$ cat src/rtl/panic_desc_gen_pkg.sv
// panic_desc_gen_pkg: descriptor field widths, FSM state type and field bundle
package panic_desc_gen_pkg;

    localparam int PRIO_SIZE  = 8;
    localparam int CHAIN_SIZE = 16;
    localparam int TIME_SIZE  = 16;
    localparam int LEN_SIZE   = 16;
    localparam int FLOW_SIZE  = 8;

    typedef enum logic {
        ST_START,
        ST_BODY
    } state_e;

    typedef struct packed {
        logic [PRIO_SIZE-1:0]  prio;
        logic [CHAIN_SIZE-1:0] chain;
        logic [TIME_SIZE-1:0]  tstamp;
        logic [LEN_SIZE-1:0]   pk_len;
        logic [FLOW_SIZE-1:0]  flow_id;
    } desc_fields_t;

endpackage

$ cat src/rtl/panic_desc_fifo.sv
// panic_desc_fifo: synchronous first-word-fall-through FIFO with full/empty/count
module panic_desc_fifo #(
    parameter int WIDTH = 8,
    parameter int DEPTH = 4
) (
    input  logic                       clk,
    input  logic                       rst,
    input  logic                       push_i,
    input  logic [WIDTH-1:0]           din_i,
    input  logic                       pop_i,
    output logic [WIDTH-1:0]           dout_o,
    output logic                       full_o,
    output logic                       empty_o,
    output logic [$clog2(DEPTH):0]     count_o
);

    localparam int AW = $clog2(DEPTH);

    logic [WIDTH-1:0] mem_q [DEPTH];
    logic [AW-1:0]    wr_q, rd_q;
    logic [AW:0]      cnt_q;
    logic             do_push, do_pop;

    assign full_o  = cnt_q == (AW+1)'(DEPTH);
    assign empty_o = cnt_q == '0;
    assign count_o = cnt_q;
    assign do_push = push_i && !full_o;
    assign do_pop  = pop_i && !empty_o;
    assign dout_o  = empty_o ? '0 : mem_q[rd_q];

    // storage write; contents need no reset because the head is masked when empty
    always_ff @(posedge clk) begin
        if (do_push) mem_q[wr_q] <= din_i;
    end

    // pointers and occupancy; a simultaneous push and pop leaves the count unchanged
    always_ff @(posedge clk) begin
        if (rst) begin
            wr_q  <= '0;
            rd_q  <= '0;
            cnt_q <= '0;
        end else begin
            if (do_push) wr_q <= wr_q + AW'(1);
            if (do_pop) rd_q <= rd_q + AW'(1);
            if (do_push && !do_pop) cnt_q <= cnt_q + (AW+1)'(1);
            else if (do_pop && !do_push) cnt_q <= cnt_q - (AW+1)'(1);
        end
    end

endmodule

$ cat src/rtl/panic_desc_gen.sv
// panic_desc_gen: gates ingress into the parser, measures packets and queues descriptors
module panic_desc_gen
    import panic_desc_gen_pkg::*;
#(
    parameter int DATA_WIDTH = 256,
    parameter int KEEP_WIDTH = DATA_WIDTH/8,
    parameter int FIFO_DEPTH = 4,
    parameter int ID_WIDTH   = 8
) (
    input  logic                  clk,
    input  logic                  rst,
    input  logic [DATA_WIDTH-1:0] s_axis_tdata,
    input  logic [KEEP_WIDTH-1:0] s_axis_tkeep,
    input  logic                  s_axis_tvalid,
    input  logic                  s_axis_tlast,
    output logic                  s_axis_tready,
    output logic                  p_axis_tvalid,
    output logic                  p_axis_tlast,
    output logic                  desc_req,
    output logic                  desc_next,
    input  logic [PRIO_SIZE-1:0]  p_desc_prio,
    input  logic [CHAIN_SIZE-1:0] p_desc_chain,
    input  logic [TIME_SIZE-1:0]  p_desc_time,
    input  logic [LEN_SIZE-1:0]   p_desc_pk_len,
    input  logic [FLOW_SIZE-1:0]  p_desc_flow_id,
    output logic                  m_desc_valid,
    input  logic                  m_desc_ready,
    output logic [PRIO_SIZE-1:0]  m_desc_prio,
    output logic [CHAIN_SIZE-1:0] m_desc_chain,
    output logic [TIME_SIZE-1:0]  m_desc_time,
    output logic [LEN_SIZE-1:0]   m_desc_pk_len,
    output logic [FLOW_SIZE-1:0]  m_desc_flow_id,
    output logic [LEN_SIZE-1:0]   m_desc_byte_cnt,
    output logic                  m_desc_err,
    output logic [ID_WIDTH-1:0]   m_desc_id
);

    typedef struct packed {
        desc_fields_t          f;
        logic [LEN_SIZE-1:0]   byte_cnt;
        logic                  err;
        logic [ID_WIDTH-1:0]   id;
    } entry_t;

    localparam int ENTRY_W = $bits(entry_t);

    function automatic logic [LEN_SIZE-1:0] popcount(input logic [KEEP_WIDTH-1:0] keep);
        popcount = '0;
        for (int i = 0; i < KEEP_WIDTH; i++) popcount += {{(LEN_SIZE-1){1'b0}}, keep[i]};
    endfunction

    state_e                  state_q, state_d;
    desc_fields_t            hold_q, hold_d, p_fields, cur_fields;
    logic [LEN_SIZE-1:0]     cnt_q, cnt_d;
    logic [LEN_SIZE:0]       sum;
    logic [ID_WIDTH-1:0]     id_q, id_d;
    logic                    accept, first, push, full, empty;
    entry_t                  push_entry, head;
    logic [$clog2(FIFO_DEPTH):0] unused_count;
    logic                    unused_tdata;

    assign unused_tdata  = ^s_axis_tdata;
    assign s_axis_tready = !full;
    assign accept        = s_axis_tvalid && s_axis_tready;
    assign first         = state_q == ST_START;
    assign desc_req      = accept && first;
    assign desc_next     = desc_req;
    assign p_axis_tvalid = accept;
    assign p_axis_tlast  = s_axis_tlast;
    assign push          = accept && s_axis_tlast;
    assign m_desc_valid  = !empty;

    // packet-boundary tracking: a first beat is expected after reset and after every tlast
    always_ff @(posedge clk) begin
        if (rst) state_q <= ST_START;
        else state_q <= state_d;
    end

    // next state only advances on accepted beats
    always_comb begin
        state_d = state_q;
        if (accept) state_d = s_axis_tlast ? ST_START : ST_BODY;
    end

    // parser fields are valid only on the first beat, so single-beat packets bypass the hold regs
    always_comb begin
        p_fields   = '{prio: p_desc_prio, chain: p_desc_chain, tstamp: p_desc_time,
                       pk_len: p_desc_pk_len, flow_id: p_desc_flow_id};
        cur_fields = first ? p_fields : hold_q;
        hold_d     = desc_req ? p_fields : hold_q;
        sum        = {1'b0, first ? {LEN_SIZE{1'b0}} : cnt_q} + {1'b0, popcount(s_axis_tkeep)};
        cnt_d      = accept ? (sum[LEN_SIZE] ? {LEN_SIZE{1'b1}} : sum[LEN_SIZE-1:0]) : cnt_q;
        id_d       = push ? id_q + ID_WIDTH'(1) : id_q;
        push_entry = '{f: cur_fields, byte_cnt: cnt_d, err: cnt_d != cur_fields.pk_len, id: id_q};
    end

    // captured fields, running byte count and packet sequence id
    always_ff @(posedge clk) begin
        if (rst) begin
            hold_q <= '0;
            cnt_q  <= '0;
            id_q   <= '0;
        end else begin
            hold_q <= hold_d;
            cnt_q  <= cnt_d;
            id_q   <= id_d;
        end
    end

    panic_desc_fifo #(
        .WIDTH (ENTRY_W),
        .DEPTH (FIFO_DEPTH)
    ) u_fifo (
        .clk     (clk),
        .rst     (rst),
        .push_i  (push),
        .din_i   (push_entry),
        .pop_i   (m_desc_valid && m_desc_ready),
        .dout_o  (head),
        .full_o  (full),
        .empty_o (empty),
        .count_o (unused_count)
    );

    assign m_desc_prio     = head.f.prio;
    assign m_desc_chain    = head.f.chain;
    assign m_desc_time     = head.f.tstamp;
    assign m_desc_pk_len   = head.f.pk_len;
    assign m_desc_flow_id  = head.f.flow_id;
    assign m_desc_byte_cnt = head.byte_cnt;
    assign m_desc_err      = head.err;
    assign m_desc_id       = head.id;

endmodule

$ cat config.mk
export PLATFORM = sky130hd
export DESIGN_NAME = panic_desc_gen
export DESIGN_NICKNAME = d
export VERILOG_FILES = /design/src/rtl/panic_desc_gen_pkg.sv /design/src/rtl/panic_desc_fifo.sv /design/src/rtl/panic_desc_gen.sv
export SDC_FILE = /design/constraint.sdc
export NUM_CORES = 1
export LEC_CHECK = 0
export CORE_AREA = 4 4 155 269
export CTS_CLUSTER_SIZE = 40
export DETAILED_ROUTE_END_ITERATION = 12
export DIE_AREA = 0 0 159 273
export GPL_ROUTABILITY_DRIVEN = 0
export GPL_TIMING_DRIVEN = 0
export HOLD_SLACK_MARGIN = 0.08
export MAX_ROUTING_LAYER = met4
export PLACE_DENSITY = 0.84
export SETUP_SLACK_MARGIN = 0.5
export SYNTH_ARGS = -nofsm -noshare
export SYNTH_HDL_FRONTEND = slang
export SYNTH_HIERARCHICAL = 1
export SYNTH_SLANG_ARGS = --single-unit
$ cat constraint.sdc
create_clock -name clk -period 10.95 [get_ports clk]
set_clock_uncertainty 0.05 [all_clocks]
set_input_delay 2.7375 -clock clk [delete_from_list [all_inputs] [get_ports clk]]
set_output_delay 2.7375 -clock clk [all_outputs]
set_load 0.02 [all_outputs]
==> summary.txt, run 1 <==
Global route
  – First-pass GRT wire length: roughly 70,000 um
  – Initial antenna violation count: 0
  – Largest net degree at the start of global routing: between 50 and 60
  – GR Overflow Total: 0
  – All-Layer GR Usage: a little over a fifth
  – Vias in the first global route: 12,552

Floorplan
  – Die height: between 200 and 300 um
  – Total die area: approximately 0.043 mm^2
  – Boundary pin count: about 450
  – Die Width: between 150 and 200 um
  – Core area: slightly below 0.04 mm^2
  – Initial core utilization: between 40% and 50%
  – # rows: 96

STA
  – Final setup fails: 0
  – Final setup TNS: 0 ns
  – Fin crit period: roughly 9.6 ns
  – Unrepaired setup endpoints after global routing: no
  – Fin crit share: roughly 88%
  – Rel. slew slack: between 30% and 40%
  – Tightest Pin Transition: a little under 1 ns
  – Slew Viols, Final: 0
  – Final hold vios: 0
  – F_max: between 100 and 150 MHz

Logic synthesis
  – Synth warn: 6
  – Number of distinct library cells after synthesis: between 60 and 70
  – Synth Register Bits: about 450
  – Synthesized area per cell: between 15 and 20 um^2
  – Top cell type's share of synthesized area: 54.7%
  – Post-synthesis sequential area ratio: 64.8%
  – Count leader, synth: edfxtp_1
  – Post-synth EDFFs: ~360
  – Mapped Cells: around 1,300
  – Post-Syn Area: just under 0.02 mm^2
  – Area leader, netlist: edfxtp_1
  – Post-synth ARST share: 0%
  – Synth Net Count: about 1,700
  – Synth Flop Type: edfxtp_1
  – Synth top area cells: edfxtp_1 55%, mux4_2 10%, dfxtp_1 10%
  – Most instantiated cells after synthesis: 356 x edfxtp_1, 155 x nand2_1, 98 x dfxtp_1

Routing
  – Pre-Repair DR Iteration Count: 5
  – DR vias: about 12,000
  – Routed length per instance: around 22 um
  – DRC: 0
  – Initial drt markers: ~840
  – Vias per cell: between 5 and 6
  – Post-route ant nets: 0
  – Final wirelength: between 40,000 and 50,000 um

Critical path
  – Worst setup EP type: register
  – Critical path type: in -> reg
  – Max Fanout on Critical Path: 8
  – Worst EP required: around 11 ns
  – Data arrival, critical path: approximately 9.8 ns
  – Worst Setup Start Kind: primary input

Clocking
  – Root Buffer: clkbuf_16
  – Clk slew on worst S/H paths: about 0.07 ns
  – Hold-fix buffers, CTS: 0
  – Post_cts resized: 0
  – CTS Buf Count: 38
  – Worst-skew pair later-pin latency: approximately 0.53 ns
  – Post-CTS setup buffers: 0
  – CTS tree: done
  – Max Root-Sink Buffers: 3
  – Clock Sink Count: 454
  – H-tree levels: 2

Outcome
  – Status: finished clean

Power
  – Max VDD drop: between 200 and 250 uV
  – P_leak: 7.94 nW
  – Power Dens Cells: ~250 mW/mm^2
  – Total power: around 5.8 mW

Place
  – Placed inst area: ~0.022 mm^2
  – IO buf count: just under 200
  – DPL Wire Length: 31,900 um

Layout
  – Fill cell count: 2,827
  – Area grow syn2layout: 20.1%
  – Layout cell share with drive strength beyond 1: around 16%
  – # diodes: 0
  – Final Net Count: ~1,900
  – Final Instance Area: around 0.023 mm^2

Job
  – Maxcap violations: 0

Worst hold path
  – Min-Delay Path Class: reg -> reg
==> critical path: stages <==
cell and delay (ns):
clkdlybuf4s50_1 0.43, fa_1 0.55, inv_1 0.06, fa_1 0.53, inv_1 0.06, fa_1 0.50, fa_1 0.45, fa_1 0.49
inv_1 0.05, fa_1 0.46, fa_1 0.40, inv_1 0.09, fa_1 0.24, nand3_1 0.15, a21oi_2 0.36, o2111ai_4 0.23
a31oi_1 0.70, xnor2_1 0.19, o2111ai_1 0.15, a2111o_1 0.36, or4_1 0.63
==> where the power goes <==
part	total [mW]	switching (mW)	internal [mW]	leakage, nW
clock	1.35	0.598	0.749	0.614
sequential	2.14	0.0531	2.08	4.08
combinational	2.28	1.29	0.991	3.24
total	5.77	1.94	3.82	7.94
==> stage by stage <==
stage	setup WS (ns)	cells	utilization, %	hold WS [ns]
floorplan	2.10	1279	-	0.383
global placement	0.892	1963	56.2	0.388
detailed placement	0.771	1967	56.6	0.395
CTS	1.33	2037	59.7	0.406
global route	1.01	2037	59.7	0.423
finish	1.32	2037	59.7	0.404
==> area by class of cell <==
cell class / count / area, um^2 / area share [%]
multi-input combinational: 713 / 6390 / 27.2
sequential: 454 / 12700 / 53.9
tap: 490 / 613 / 2.61
clock buffer: 52 / 1120 / 4.77
timing repair buffer: 198 / 2050 / 8.74
buffer: 70 / 348 / 1.48
clock inverter: 18 / 136 / 0.581
inverter: 42 / 158 / 0.672
==> registers in the layout, indices dropped and copies added (netlist names), named ones only <==
| register | flops |
|---|---|
| u_fifo/mem_q | 356 |
| hold_q | 64 |
| cnt_q | 16 |
| id_q | 8 |
| u_fifo/count_o | 3 |
| u_fifo/rd_q | 2 |
| u_fifo/wr_q | 2 |
| state_q | 1 |
==> per-layer routing <==
metal / track usage [%] / vias up / routed length (um)
li1: - / 5217 / -
met1: 22.2 / 5861 / 15600
met2: 39.5 / 494 / 25100
met3: 2.67 / 156 / 2350
met4: 10.7 / 0 / 2410
met5: - / - / 0
==> cells by family (layout without fill, tap and decap cells) <==
kind of cell             after synthesis  count (layout)  synth area share (%)
buffers and inverters                112             380                  2.59
flip-flops                           454             454                  64.8
AO/OA/AOI/OAI                        134             134                  4.19
multiplexers                         159             159                  14.2
AND/OR/NAND/NOR                      347             347                  8.95
adder cells (fa/ha/maj)               48              48                  4.11
XOR/XNOR                              25              25                  1.16
==> cell usage in the layout (no fill, tap or decap), types with 4 or more instances in the layout <==
| cell type | count |
|---|---|
| and2_4 | 4 |
| fa_1 | 27 |
| nand3_1 | 9 |
| nand2b_1 | 4 |
| ha_1 | 21 |
| dfxtp_1 | 98 |
| edfxtp_1 | 356 |
| and2_1 | 10 |
| a21o_1 | 6 |
| nor2b_4 | 5 |
| clkdlybuf4s50_1 | 194 |
| nor2b_1 | 95 |
| buf_2 | 6 |
| xnor2_1 | 13 |
| clkinv_2 | 7 |
| mux2i_1 | 8 |
| mux4_2 | 89 |
| mux2_2 | 61 |
| o21ai_0 | 4 |
| a31oi_1 | 8 |
| nand4_1 | 6 |
| clkbuf_1 | 55 |
| buf_4 | 10 |
| nor2_1 | 37 |
| nand2_1 | 155 |
| nor3_1 | 5 |
| clkbuf_16 | 42 |
| xor2_1 | 11 |
| inv_1 | 41 |
| a21oi_1 | 83 |
| buf_16 | 4 |
==> final timing paths <==
check / from / to / slack, ns / cells past startpoint
hold reg to reg: hold_q[29] / hold_q[29] / 0.40 / 2
hold / removal: hold_q[29] / hold_q[29] / 0.40 / 2
setup / recovery: s_axis_tkeep[5] / u_fifo/mem_q[0][8] / 1.32 / 21
setup reg to reg: state_q / u_fifo/mem_q[0][8] / 1.73 / 24
Note: power is estimated with default switching activity, not from simulation.
==> inputs of run 2 (changes only) <==
--- a/config.mk
+++ b/config.mk
@@ -13,7 +13,7 @@
 export GPL_TIMING_DRIVEN = 0
 export HOLD_SLACK_MARGIN = 0.08
 export MAX_ROUTING_LAYER = met4
-export PLACE_DENSITY = 0.84
+export PLACE_DENSITY = 0.85
 export SETUP_SLACK_MARGIN = 0.5
 export SYNTH_ARGS = -nofsm -noshare
 export SYNTH_HDL_FRONTEND = slang
==> run 2 against run 1 <==
Fmax decreased by 0.17%. First-iteration DRC count grew 9.0%. Largest power group unchanged. Power increased by 0.23%. Sequential share of layout area hardly changed. Hold slack worse by 0.0010 ns. Clock power barely moved. Routed wire length is 0.81% lower. Critical path depth unchanged. Core utilization about the same. Global-route usage shrank 0.18 points. Critical path type unchanged. Clock-buffer cell count decreased by 1. Register-to-register slack about the same.
==> summary.txt, run 2 (synthesis results as in run 1) <==
Floorplan
  – Die Width: about 160 um
  – Boundary pin count: roughly 450
  – Initial core utilization: approximately half
  – Die height: ~270 um
  – Core area: 0.0393 mm^2
  – # rows: 96
  – Total die area: about 0.043 mm^2

Clocking
  – Post_cts resized: 0
  – Clk slew on worst S/H paths: 0.07 ns
  – Worst-skew pair later-pin latency: 0.53 ns
  – CTS Buf Count: 38
  – H-tree levels: 2
  – Hold-fix buffers, CTS: 0
  – Post-CTS setup buffers: 0
  – Root Buffer: clkbuf_16
  – CTS tree: done
  – Clock Sink Count: 454
  – Max Root-Sink Buffers: 3

Routing
  – DRC: 0
  – Post-route ant nets: 0
  – DR vias: 11,693
  – Pre-Repair DR Iteration Count: 6
  – Vias per cell: 5.74
  – Routed length per instance: around 22 um
  – Final wirelength: approximately 45,000 um
  – Initial drt markers: approximately 900

STA
  – Rel. slew slack: 31.4%
  – Final setup fails: 0
  – F_max: about 100 MHz
  – Fin crit share: about nine tenths
  – Final setup TNS: 0 ns
  – Fin crit period: 9.65 ns
  – Slew Viols, Final: 0
  – Tightest Pin Transition: ~1 ns
  – Unrepaired setup endpoints after global routing: no
  – Final hold vios: 0

Critical path
  – Critical path type: in -> reg
  – Max Fanout on Critical Path: 8
  – R2R depth: 24
  – Worst Setup Start Kind: primary input
  – Worst setup EP type: register
  – Data arrival, critical path: 9.83 ns
  – Worst EP required: roughly 11 ns

Global route
  – First-pass GRT wire length: a little under 70,000 um
  – All-Layer GR Usage: a little over a fifth
  – Initial antenna violation count: 0
  – Largest net degree at the start of global routing: 57
  – GR Overflow Total: 0
  – Vias in the first global route: approximately 12,000

Outcome
  – Status: finished clean

Worst hold path
  – Min-Delay Path Class: reg -> reg
  – Worst hold path cell count: 2

Power
  – P_leak: about 7.9 nW
  – Power Dens Cells: about 250 mW/mm^2
  – Max VDD drop: 231 uV

Layout
  – Final Instance Area: ~0.023 mm^2
  – Fill cell count: 2,802
  – Biggest regs: u_fifo/mem_q (356), hold_q (64), cnt_q (16)
  – Area grow syn2layout: 20.2%
  – Commonest non-fill, non-tap cell in the layout: edfxtp_1
  – Final Net Count: between 1,500 and 2,000
  – # diodes: 0
  – Most flops, register: u_fifo/mem_q
  – Commonest cells after routing, fill and taps aside: 356 x edfxtp_1, 194 x clkdlybuf4s50_1, 155 x nand2_1, 98 x dfxtp_1, 95 x nor2b_1
  – Max reg flops: 356
  – Layout cell share with drive strength beyond 1: 16.0%

Place
  – IO buf count: a little under 200
  – Placed inst area: 0.0222 mm^2
  – DPL Wire Length: roughly 31,000 um

Job
  – Maxcap violations: 0
## run 2: cell types whose count changed in the layout (fill, tap and decap cells not counted)
cell	before	now
bufinv_16	1	5
clkinv_4	3	0
clkinv_1	2	4
clkinv_2	7	5
clkbuf_1	55	58
inv_6	1	2
clkbuf_16	42	39
clkbuf_8	3	2
clkinvlp_4	3	1
## run 2: power by group
| part | total (mW) | internal [mW] | switching (mW) |
|---|---|---|---|
| Combinational | 2.27 | 0.987 | 1.28 |
| Sequential | 2.14 | 2.08 | 0.0529 |
| Clock | 1.37 | 0.791 | 0.581 |
| Total | 5.78 | 3.86 | 1.92 |
## run 2: worst paths after layout
check | end | from | slack [ns]
worst max-delay path | u_fifo/mem_q[2][8] | s_axis_tkeep[5] | 1.30
worst min-delay path | hold_q[49] | hold_q[49] | 0.40
worst max register to register | u_fifo/mem_q[2][8] | state_q | 1.74
worst min register to register | hold_q[49] | hold_q[49] | 0.40
## run 2: through the flow
stage	std cells	power (mW)	utilization (%)	worst slack, ns	hold WS [ns]
floorplan	1279	3.59	-	2.10	0.383
global placement	1963	4.39	56.2	0.946	0.387
detailed placement	1967	4.46	56.6	0.762	0.395
CTS	2036	5.83	59.8	1.32	0.406
global route	2036	6.07	59.8	0.968	0.421
finish	2036	5.78	59.8	1.30	0.403
## run 2: layout make-up
class / instances / area [um^2] / area share [%]
Multi-Input combinational cell: 713 / 6390 / 27.2
Sequential cell: 454 / 12700 / 53.9
Clock buffer: 51 / 1040 / 4.43
Clock inverter: 18 / 221 / 0.943
Inverter: 42 / 158 / 0.672
Timing Repair Buffer: 198 / 2050 / 8.74
Tap cell: 490 / 613 / 2.61
Buffer: 70 / 348 / 1.48
## run 2: layer usage
layer | vias to the layer above | part of all wire, % | global-route usage, %
met5 | - | 0 | -
met4 | 0 | 6.1 | 11.5
met3 | 159 | 5.1 | 2.78
met2 | 504 | 54 | 38.4
met1 | 5819 | 35 | 22.3
li1 | 5211 | - | -
## run 2: critical path, cell delays in order
cell and delay (ns):
clkdlybuf4s50_1 0.43, fa_1 0.54, inv_1 0.05, fa_1 0.54, inv_1 0.05, fa_1 0.51, fa_1 0.45, fa_1 0.51
inv_1 0.06, fa_1 0.45, fa_1 0.40, inv_1 0.09, fa_1 0.23, nand3_1 0.15, a21oi_2 0.35, o2111ai_4 0.22
a31oi_1 0.70, xnor2_1 0.21, o2111ai_1 0.14, a2111o_1 0.36, or4_1 0.64
==> inputs of run 3 (changes only) <==
--- a/config.mk
+++ b/config.mk
@@ -5,15 +5,16 @@
 export SDC_FILE = /design/constraint.sdc
 export NUM_CORES = 1
 export LEC_CHECK = 0
-export CORE_AREA = 4 4 155 269
+export CORE_AREA = 4 4 152 264
+export CTS_BUF_LIST = sky130_fd_sc_hd__clkbuf_4
 export CTS_CLUSTER_SIZE = 40
 export DETAILED_ROUTE_END_ITERATION = 12
-export DIE_AREA = 0 0 159 273
+export DIE_AREA = 0 0 156 268
 export GPL_ROUTABILITY_DRIVEN = 0
 export GPL_TIMING_DRIVEN = 0
 export HOLD_SLACK_MARGIN = 0.08
 export MAX_ROUTING_LAYER = met4
-export PLACE_DENSITY = 0.85
+export PLACE_DENSITY = 0.88
 export SETUP_SLACK_MARGIN = 0.5
 export SYNTH_ARGS = -nofsm -noshare
 export SYNTH_HDL_FRONTEND = slang
==> run 3 against run 2 <==
Sequential share of layout area increased by 0.052 points. Cell area about the same. Routed wire length increased by 1.8%. Non-clock buffer count unchanged. Core utilization increased by 1.7 points. Highest routed layer unchanged.
==> summary.txt, run 3 (synthesis results as in run 1) <==
Layout
  – Final Net Count: ~2,000
  – Register area: 0.0127 mm^2
  – Final Instance Area: 0.0235 mm^2
  – Area grow syn2layout: 20.0%
  – Biggest regs: u_fifo/mem_q (356), hold_q (64), cnt_q (16)
  – Commonest cells after routing, fill and taps aside: 356 x edfxtp_1, 194 x clkdlybuf4s50_1, 155 x nand2_1, 136 x clkbuf_4, 98 x dfxtp_1
  – Final core utilization: between 60% and 70%
  – Most flops, register: u_fifo/mem_q
  – Multi-input gate area: roughly 0.0064 mm^2
  – Max reg flops: around 360
  – Layout cell share with drive strength beyond 1: 20.8%
  – Fill cell count: around 2,700
  – Commonest non-fill, non-tap cell in the layout: edfxtp_1

Critical path
  – Worst EP required: approximately 11 ns
  – Worst setup EP type: register
  – Register-to-register setup slack: between 1.5 and 2 ns
  – Critical path type: in -> reg
  – Data arrival, critical path: between 9 and 10 ns
  – Max Fanout on Critical Path: 8
  – Worst Setup Start Kind: primary input

Global route
  – Initial antenna violation count: 2
  – Vias in the first global route: about 13,000
  – GR Overflow Total: 0
  – Largest net degree at the start of global routing: 52
  – All-Layer GR Usage: 22.9%
  – First-pass GRT wire length: roughly 70,000 um

STA
  – Final setup fails: 0
  – Final setup TNS: 0 ns
  – Rel. slew slack: between 30% and 40%
  – Slew Viols, Final: 0
  – Unrepaired setup endpoints after global routing: no
  – F_max: about 110 MHz
  – Fin crit period: approximately 9.5 ns
  – Tightest Pin Transition: roughly 0.97 ns
  – Final hold vios: 0
  – Fin crit share: between 80% and 90%

Place
  – DPL Wire Length: roughly 32,000 um
  – Placed inst area: 0.0222 mm^2
  – IO buf count: 194

Power
  – Sw power: just under 2 mW
  – Power Dens Cells: between 200 and 250 mW/mm^2
  – Clock network fraction of design power: a little over a fifth
  – Sequential power share: between 30% and 40%
  – Switching share of power: between 30% and 40%
  – Total power: approximately 5.6 mW
  – P_leak: between 8 and 9 nW
  – Max VDD drop: between 200 and 300 uV
  – P_int: between 3 and 4 mW
  – Combinational power share: around two fifths

Routing
  – Vias per cell: between 5 and 6
  – Routed length per instance: about 21 um
  – DR vias: around 12,000
  – Initial drt markers: approximately 820
  – Pre-Repair DR Iteration Count: 5
  – DRC: 0
  – Post-route ant nets: 0
  – Final wirelength: between 40,000 and 50,000 um

Clocking
  – CTS Buf Count: 95
  – Clock Sink Count: 454
  – Root Buffer: clkbuf_4
  – Hold-fix buffers, CTS: 0
  – Post_cts resized: 0
  – Worst-skew pair later-pin latency: around 0.78 ns
  – Post-CTS setup buffers: 0
  – H-tree levels: 3
  – Max Root-Sink Buffers: 3
  – CTS tree: done
  – Clk slew on worst S/H paths: roughly 0.07 ns

Floorplan
  – Total die area: 0.0418 mm^2
  – Initial core utilization: between 50 and 60%
  – Die Width: approximately 160 um
  – Core area: ~0.038 mm^2
  – # rows: 95
  – Boundary pin count: between 400 and 500
  – Die height: around 270 um

Worst hold path
  – Min-Delay Path Class: reg -> reg

Outcome
  – Status: finished clean

Job
  – Maxcap violations: 0
==> run 3: path summary, 6_finish.rpt <==
| kind | from | end | cells after the start |
|---|---|---|---|
| setup / recovery | s_axis_tkeep[5] | u_fifo/mem_q[1][8] | 21 |
| setup reg to reg | state_q | u_fifo/mem_q[1][8] | 24 |
| hold reg to reg | hold_q[7] | hold_q[7] | 2 |
| hold / removal | hold_q[7] | hold_q[7] | 2 |
==> run 3: per-stage QoR <==
stage,cells,hold WS (ns),setup slack [ns]
floorplan,1279,0.383,2.10
global placement,1958,0.388,0.936
detailed placement,1962,0.395,0.698
CTS,2141,0.407,1.53
global route,2143,0.418,1.29
finish,2143,0.407,1.45
==> run 3: power by group through the flow <==
stage               sequential (mW)  clock, mW  combinational (mW)
floorplan                      2.16          0                1.43
global placement               2.18          0                2.21
detailed placement             2.18          0                2.29
CTS                            2.14       1.27                2.30
global route                   2.15       1.36                2.46
finish                         2.14       1.23                2.27
==> run 3: final cells by class <==
cell class                      count  area share (%)
Clock inverter                     43           0.939
Clock buffer                      136            4.35
Timing Repair Buffer              198            8.75
Tap cell                          485            2.59
Buffer                             70            1.48
Multi-Input combinational cell    713            27.2
Inverter                           42           0.672
Sequential cell                   454            53.9
Antenna cell                        2          0.0213
==> run 3: routing by layer <==
layer | up-vias | track usage, % | wire length, um
met5 | - | - | 0
li1 | 5411 | - | -
met2 | 547 | 41.0 | 25500
met3 | 150 | 4.48 | 2910
met4 | 0 | 12.7 | 2440
met1 | 6053 | 23.0 | 15100
==> run 3: worst max-delay path, stage by stage <==
cell	delay (ns)
clkdlybuf4s50_1	0.43
fa_1	0.54
inv_1	0.06
fa_1	0.54
inv_1	0.05
fa_1	0.50
fa_1	0.45
fa_1	0.51
inv_1	0.06
fa_1	0.45
fa_1	0.39
inv_1	0.09
fa_1	0.23
nand3_1	0.16
a21oi_2	0.37
o2111ai_4	0.23
a31oi_1	0.74
xnor2_1	0.20
o2111ai_1	0.14
a2111o_1	0.36
or4_1	0.65
